### config.mk
export PLATFORM = sky130hd
export DESIGN_NAME = branch_resolve_unit
export DESIGN_NICKNAME = d
export VERILOG_FILES = /design/src/rtl/branch_resolve_unit.sv
export SDC_FILE = /design/constraint.sdc
export NUM_CORES = 1
export LEC_CHECK = 0
export CAP_MARGIN = 20
export CELL_PAD_IN_SITES_DETAIL_PLACEMENT = 2
export CELL_PAD_IN_SITES_GLOBAL_PLACEMENT = 2
export CORE_UTILIZATION = 25
export DETAILED_ROUTE_END_ITERATION = 10
export HOLD_SLACK_MARGIN = 0.06
export PLACE_DENSITY_LB_ADDON = 0.1
export SYNTH_ARGS = -nofsm -noshare
export SYNTH_HDL_FRONTEND = slang
export SYNTH_SLANG_ARGS = --single-unit
### constraint.sdc
create_clock -name cpu_clk -period 2.49 [get_ports cpu_clk]
set_input_delay 0.498 -clock cpu_clk [delete_from_list [all_inputs] [get_ports cpu_clk]]
set_output_delay 0.498 -clock cpu_clk [all_outputs]
set_load 0.01 [all_outputs]
### src/rtl/branch_resolve_unit.sv
// ============================================================================
// Module      : branch_resolve_unit
// Description : Resolves compare/jump instructions from the ALU result/flag,
//               issues a one-cycle PC redirect + link pulse, then squashes
//               the wrong-path instructions for FLUSH_CYCLES cycles.
// Revision    : 1.0  initial release
// ============================================================================
`default_nettype none

module branch_resolve_unit #(
  parameter int FLUSH_CYCLES = 2,
  parameter int PC_W         = 32
) (
  input  logic            cpu_clk,
  input  logic            cpu_rst,
  input  logic            br_valid,
  output logic            br_ready,
  input  logic [2:0]      br_type,
  input  logic [PC_W-1:0] br_pc,
  input  logic [PC_W-1:0] br_imm,
  input  logic [PC_W-1:0] alu_c,
  input  logic [1:0]      alu_flag,
  output logic            redirect_valid,
  output logic [PC_W-1:0] redirect_pc,
  output logic            link_valid,
  output logic [PC_W-1:0] link_pc,
  output logic            flush,
  output logic            bad_req
);

  localparam logic [1:0] S_IDLE  = 2'd0;
  localparam logic [1:0] S_RESP  = 2'd1;
  localparam logic [1:0] S_FLUSH = 2'd2;

  localparam logic [2:0] T_BEQ  = 3'b000;
  localparam logic [2:0] T_BNE  = 3'b001;
  localparam logic [2:0] T_BLT  = 3'b100;
  localparam logic [2:0] T_BGE  = 3'b101;
  localparam logic [2:0] T_JAL  = 3'b010;
  localparam logic [2:0] T_JALR = 3'b011;

  localparam logic [1:0] F_POS  = 2'b00;
  localparam logic [1:0] F_NEG  = 2'b01;
  localparam logic [1:0] F_ZERO = 2'b10;
  localparam logic [1:0] F_BAD  = 2'b11;

  localparam logic [3:0]      FLUSH_INIT = 4'(FLUSH_CYCLES);
  localparam logic [PC_W-1:0] LINK_OFS   = PC_W'(4);
  localparam logic [PC_W-1:0] JALR_MASK  = ~PC_W'(1);

  logic [1:0]      state_q, state_d;
  logic [3:0]      cnt_q, cnt_d;
  logic            taken_q, taken_d;
  logic            link_q, link_d;
  logic            bad_q, bad_d;
  logic [PC_W-1:0] target_q, target_d;
  logic [PC_W-1:0] link_pc_q, link_pc_d;

  logic            accept;
  logic            dec_branch;
  logic            dec_legal;
  logic            dec_cond;
  logic            dec_link;
  logic            dec_bad;
  logic            dec_taken;
  logic [PC_W-1:0] dec_target;

  assign accept = br_valid && (state_q == S_IDLE);

  // Instruction decode; signed compares rely on the subtraction sign only.
  always_comb begin
    dec_branch = 1'b0;
    dec_legal  = 1'b1;
    dec_cond   = 1'b0;
    dec_link   = 1'b0;
    case (br_type)
      T_BEQ: begin
        dec_branch = 1'b1;
        dec_cond   = (alu_flag == F_ZERO);
      end
      T_BNE: begin
        dec_branch = 1'b1;
        dec_cond   = (alu_flag == F_POS) || (alu_flag == F_NEG);
      end
      T_BLT: begin
        dec_branch = 1'b1;
        dec_cond   = (alu_flag == F_NEG);
      end
      T_BGE: begin
        dec_branch = 1'b1;
        dec_cond   = (alu_flag == F_POS) || (alu_flag == F_ZERO);
      end
      T_JAL, T_JALR: begin
        dec_cond = 1'b1;
        dec_link = 1'b1;
      end
      default: dec_legal = 1'b0;
    endcase
    dec_bad    = !dec_legal || (dec_branch && (alu_flag == F_BAD));
    dec_taken  = dec_cond && !dec_bad;
    dec_target = (br_type == T_JALR) ? (alu_c & JALR_MASK) : (br_pc + br_imm);
  end

  // Request capture: everything RESP presents is frozen at acceptance.
  always_comb begin
    taken_d   = taken_q;
    link_d    = link_q;
    bad_d     = bad_q;
    target_d  = target_q;
    link_pc_d = link_pc_q;
    if (accept) begin
      taken_d   = dec_taken;
      link_d    = dec_link && !dec_bad;
      bad_d     = dec_bad;
      target_d  = dec_target;
      link_pc_d = br_pc + LINK_OFS;
    end
  end

  always_ff @(posedge cpu_clk or posedge cpu_rst) begin
    if (cpu_rst) begin
      state_q   <= S_IDLE;
      cnt_q     <= 4'd0;
      taken_q   <= 1'b0;
      link_q    <= 1'b0;
      bad_q     <= 1'b0;
      target_q  <= '0;
      link_pc_q <= '0;
    end else begin
      state_q   <= state_d;
      cnt_q     <= cnt_d;
      taken_q   <= taken_d;
      link_q    <= link_d;
      bad_q     <= bad_d;
      target_q  <= target_d;
      link_pc_q <= link_pc_d;
    end
  end

  always_comb begin
    state_d = state_q;
    cnt_d   = cnt_q;
    case (state_q)
      S_IDLE: begin
        if (accept) state_d = S_RESP;
      end
      S_RESP: begin
        if (taken_q && (FLUSH_INIT != 4'd0)) begin
          state_d = S_FLUSH;
          cnt_d   = FLUSH_INIT;
        end else begin
          state_d = S_IDLE;
        end
      end
      S_FLUSH: begin
        cnt_d = cnt_q - 4'd1;
        if (cnt_q <= 4'd1) state_d = S_IDLE;
      end
      default: begin
        state_d = S_IDLE;
        cnt_d   = 4'd0;
      end
    endcase
  end

  // Outputs decode purely from state so an async reset clears them at once.
  always_comb begin
    br_ready       = (state_q == S_IDLE);
    flush          = (state_q == S_FLUSH);
    redirect_valid = 1'b0;
    redirect_pc    = '0;
    link_valid     = 1'b0;
    link_pc        = '0;
    bad_req        = 1'b0;
    if (state_q == S_RESP) begin
      redirect_valid = taken_q;
      redirect_pc    = taken_q ? target_q : '0;
      link_valid     = link_q;
      link_pc        = link_pc_q;
      bad_req        = bad_q;
    end
  end

endmodule

`default_nettype wire

==> reports/metrics.csv <==
stage,metric,value,unit
sta,Fmax,399.2,MHz
sta,relative slew slack,62.97,%
min_path,Hold Path Depth,3,
final_layout,"Core Util, Final",43.88,%
setup_path,CP Capture Type,flop,
power_and_ir_drop,VDD IR max,273.9,uV
run,MaxCap Viol Count,0,
routing,DR iter-0 viols,152,
place,GP Congestion,0.8034,
place,input/output buffers,171,
final_layout,fin nets,1178,
sta,Final Slew Violations,0,
floorplanning,row count,55,
place,placed insts,1309,
setup_path,Setup crit start kind,input pin,
clock_tree,CTS tree,done,
final_layout,share of layout cells above drive strength 1,28.15,%
routing,via count,6656,
synthesis,post-synth cell types,58,
global_route,pin count of the biggest net entering global routing,74,
floorplanning,Core ar.,0.02285,mm2
power_and_ir_drop,LEAKAGE,5.391,nW
global_route,GR Overflow Total,0,
global_route,total track usage,21.74,%
power_and_ir_drop,Power Total,7.618,mW
clock_tree,CTS Buf Count,9,
synthesis,yosys warns,0,
synthesis,synthesized net count,869,
clock_tree,root buffer cell,clkbuf_16,
min_path,Min-Delay Startpoint,br_pc[0],
global_route,vias in the first global route,7537,
synthesis,Async SR Flop Fraction,100.0,%
final_layout,area delta synth->final,70.45,%
floorplanning,die area,0.02414,mm2
routing,DRT antenna net count,0,
floorplanning,Die Height,155.4,um
clock_tree,CTS Buffer Depth,2,
place,Place WS,-0.8469,ns
setup_path,Worst setup startpoint,br_pc[0],
sta,final critical-path required period,2.505,ns
clock_tree,clk sink count,73,
setup_path,Critical Path RT,2.77,ns
sta,crit share post-route,100.6,%
global_route,first-pass GRT wire length,41200,um
floorplanning,Ports,173,
run_status,violated checks,setup timing,
routing,DR pass1 iterations,4,
clock_tree,H-tree lvl count,3,
synthesis,synthesized area,0.005882,mm2
min_path,Hold WC Path Type,input pin to flop,
setup_path,crit-path max FO,3,
sta,Setup-failing EPs final,1,
sta,Worst-Margin Slew,0.5555,ns
synthesis,Post-synth EDFFs,0,
sta,Final Hold Vio Count,0,
sta,RSZ-0062 raised after global routing,yes,
final_layout,diode count,0,
global_route,initial antenna violation count,1,
setup_path,depth of the most critical reg-to-reg path,7,
final_layout,Finished Layout Cells,1354,
synthesis,synthesized area per cell,8.091,um2
synthesis,Main synth FF type,dfrtp_1,
power_and_ir_drop,PwrDens,759.8,mW/mm2
floorplanning,Initial Util,25.74,%
floorplanning,Die Wd,155.4,um
routing,routed len/inst,19.84,um
setup_path,crit path kind,input pin to flop,
routing,vias per cell,4.916,
setup_path,RR Startpoint,state_q[1],
sta,Worst Clk Skew,0.005212,ns
clock_tree,"Reg clk slew, reported paths",0.07,ns
place,DP HPWL,19470,um
synthesis,register area share after synthesis,31.06,%
setup_path,Worst Path Arrival,2.79,ns
sta,fin worst setup slack,-0.01474,ns
run_status,status,finished with violations,
clock_tree,clock latency on the worst-skew pair,0.35,ns
routing,Post-Route WL,26860,um
routing,DRC Markers,0,
synthesis,Syn Inst Count,727,
final_layout,Fill cells,2555,
synthesis,#FFs+latches synth,73,
-- where the power goes --
part           switching [mW]  internal [mW]
combinational            2.18           1.98
clock                   0.594          0.807
sequential              0.303           1.75
total                    3.08           4.54
-- layout by cell type, fill, tap and decap left out, types with 4 or more instances in the layout --
cell type / instances
buf_4: 159
nand2_1: 99
dfrtp_1: 73
o21ai_0: 61
dlymetal6s2s_1: 57
a21oi_1: 55
clkdlybuf4s50_1: 52
and3_1: 48
nor2_1: 47
and2_1: 39
dlygate4sd2_1: 33
xor2_1: 32
ha_4: 23
xnor2_1: 22
nand3_1: 15
a21o_1: 14
nand4_1: 13
ha_1: 12
clkbuf_16: 12
inv_1: 11
clkbuf_2: 11
a21oi_2: 10
buf_2: 8
o22ai_1: 7
a31oi_1: 6
clkdlybuf4s15_1: 6
o21bai_1: 5
buf_6: 5
buf_12: 5
xnor2_2: 4
o21a_1: 4
-- Yosys cell counts (all sizes together) (2+ instances only) --
master | instances | area share, %
mux2i | 2 | 0.34
ha | 37 | 7.9
a211oi | 6 | 0.85
inv | 13 | 0.83
nand4 | 13 | 1.4
nor2b | 3 | 0.32
bufbuf | 3 | 1.7
mux2 | 2 | 0.38
a21o | 16 | 2.1
a41oi | 2 | 0.30
a2111oi | 2 | 0.62
nand4b | 2 | 0.30
or3 | 2 | 0.21
a31oi | 9 | 0.96
a211o | 2 | 0.30
dfrtp | 73 | 31
o21bai | 6 | 0.77
and4 | 3 | 0.45
nand2 | 101 | 6.4
nand3 | 18 | 1.5
xor2 | 32 | 4.8
o31a | 2 | 0.30
and2 | 39 | 4.1
o22ai | 7 | 0.74
nor2 | 49 | 3.1
o21ai | 66 | 5.6
nor4 | 2 | 0.21
buf | 5 | 0.60
clkbuf | 36 | 2.3
o31ai | 4 | 0.51
and3 | 52 | 5.6
a21oi | 68 | 6.0
nor3 | 4 | 0.34
o21a | 4 | 0.51
nor3b | 2 | 0.26
xnor2 | 26 | 3.9
o211ai | 2 | 0.26
-- cells by family (layout without fill, tap and decap cells) --
logic type / Yosys count / count (layout) / synth area share, %
AO/OA/AOI/OAI: 203 / 203 / 21.10
multiplexers: 4 / 4 / 0.7232
XOR/XNOR: 58 / 58 / 8.637
adder cells (fa/ha/maj): 38 / 38 / 8.211
AND/OR/NAND/NOR: 294 / 294 / 24.87
buffers and inverters: 57 / 371 / 5.403
flip-flops: 73 / 73 / 31.06
-- registers in the layout, summed over array words and instances (netlist names) --
signal and flops:
taken_q 1, state_q 2, cnt_q 4, target_q 32, bad_q 1, link_pc_q 32
link_q 1
-- final cells by class --
cell class / instances / area (um2) / share of cell area (%)
inverter: 13 / 50.05 / 0.4992
clock inverter: 6 / 67.56 / 0.6739
tap: 313 / 391.6 / 3.906
sequential: 73 / 1827 / 18.22
multi-input combinational: 597 / 4307 / 42.96
timing repair buffer: 342 / 3144 / 31.36
clock buffer: 10 / 239.0 / 2.384
-- metal layers --
| metal | part of all wire, % | global-route usage (%) | vias to the layer above |
|---|---|---|---|
| met3 | 3.0 | 2.618 | 35 |
| met5 | 0 | 0 | - |
| li1 | - | - | 3179 |
| met4 | 1.7 | 6.303 | 0 |
| met1 | 45 | 27.61 | 3293 |
| met2 | 50 | 38.46 | 149 |
-- critical path, stage by stage --
cell and delay (ns):
buf_8 0.10, ha_4 0.16, fa_2 0.34, a211o_1 0.32, a21oi_2 0.18, o21bai_1 0.11, a311o_1 0.35, a41oi_2 0.26
buf_4 0.17, xnor2_2 0.10, nand2_1 0.08, a21oi_2 0.11
-- what timing repair did --
item | in CTS | in global routing
pin swaps | 54 | 37
resized for setup | 156 | 107
cloned | 0 | 3
endpoints found under the hold margin | 0 | 0
setup endpoints to repair | 91 | 35
buffers inserted | 15 | 11
hold buffers | 0 | 0
-- path summary, 6_finish.rpt --
path | slack [ns] | to
min reg2reg | 0.48 | link_pc_q[26]
max reg2reg | 0.60 | cnt_q[3]
min in group asynchronous | 0.58 | target_q[1]
min | 0.39 | link_pc_q[0]
max | -0.01 | target_q[26]
max in group asynchronous | 1.59 | link_pc_q[17]
-- per-stage QoR --
step	cell area [um2]	TNS, ns	hold slack (ns)
after floorplan	5979	-0.7312	0.4310
after global placement	8954	-15.93	0.4510
after detailed placement	8954	-18.89	0.4677
after CTS	9657	-0.01438	0.3724
after global routing	10030	-0.6637	0.3926
final	10030	-0.01474	0.3852
Power figures use the tool's default switching activity.
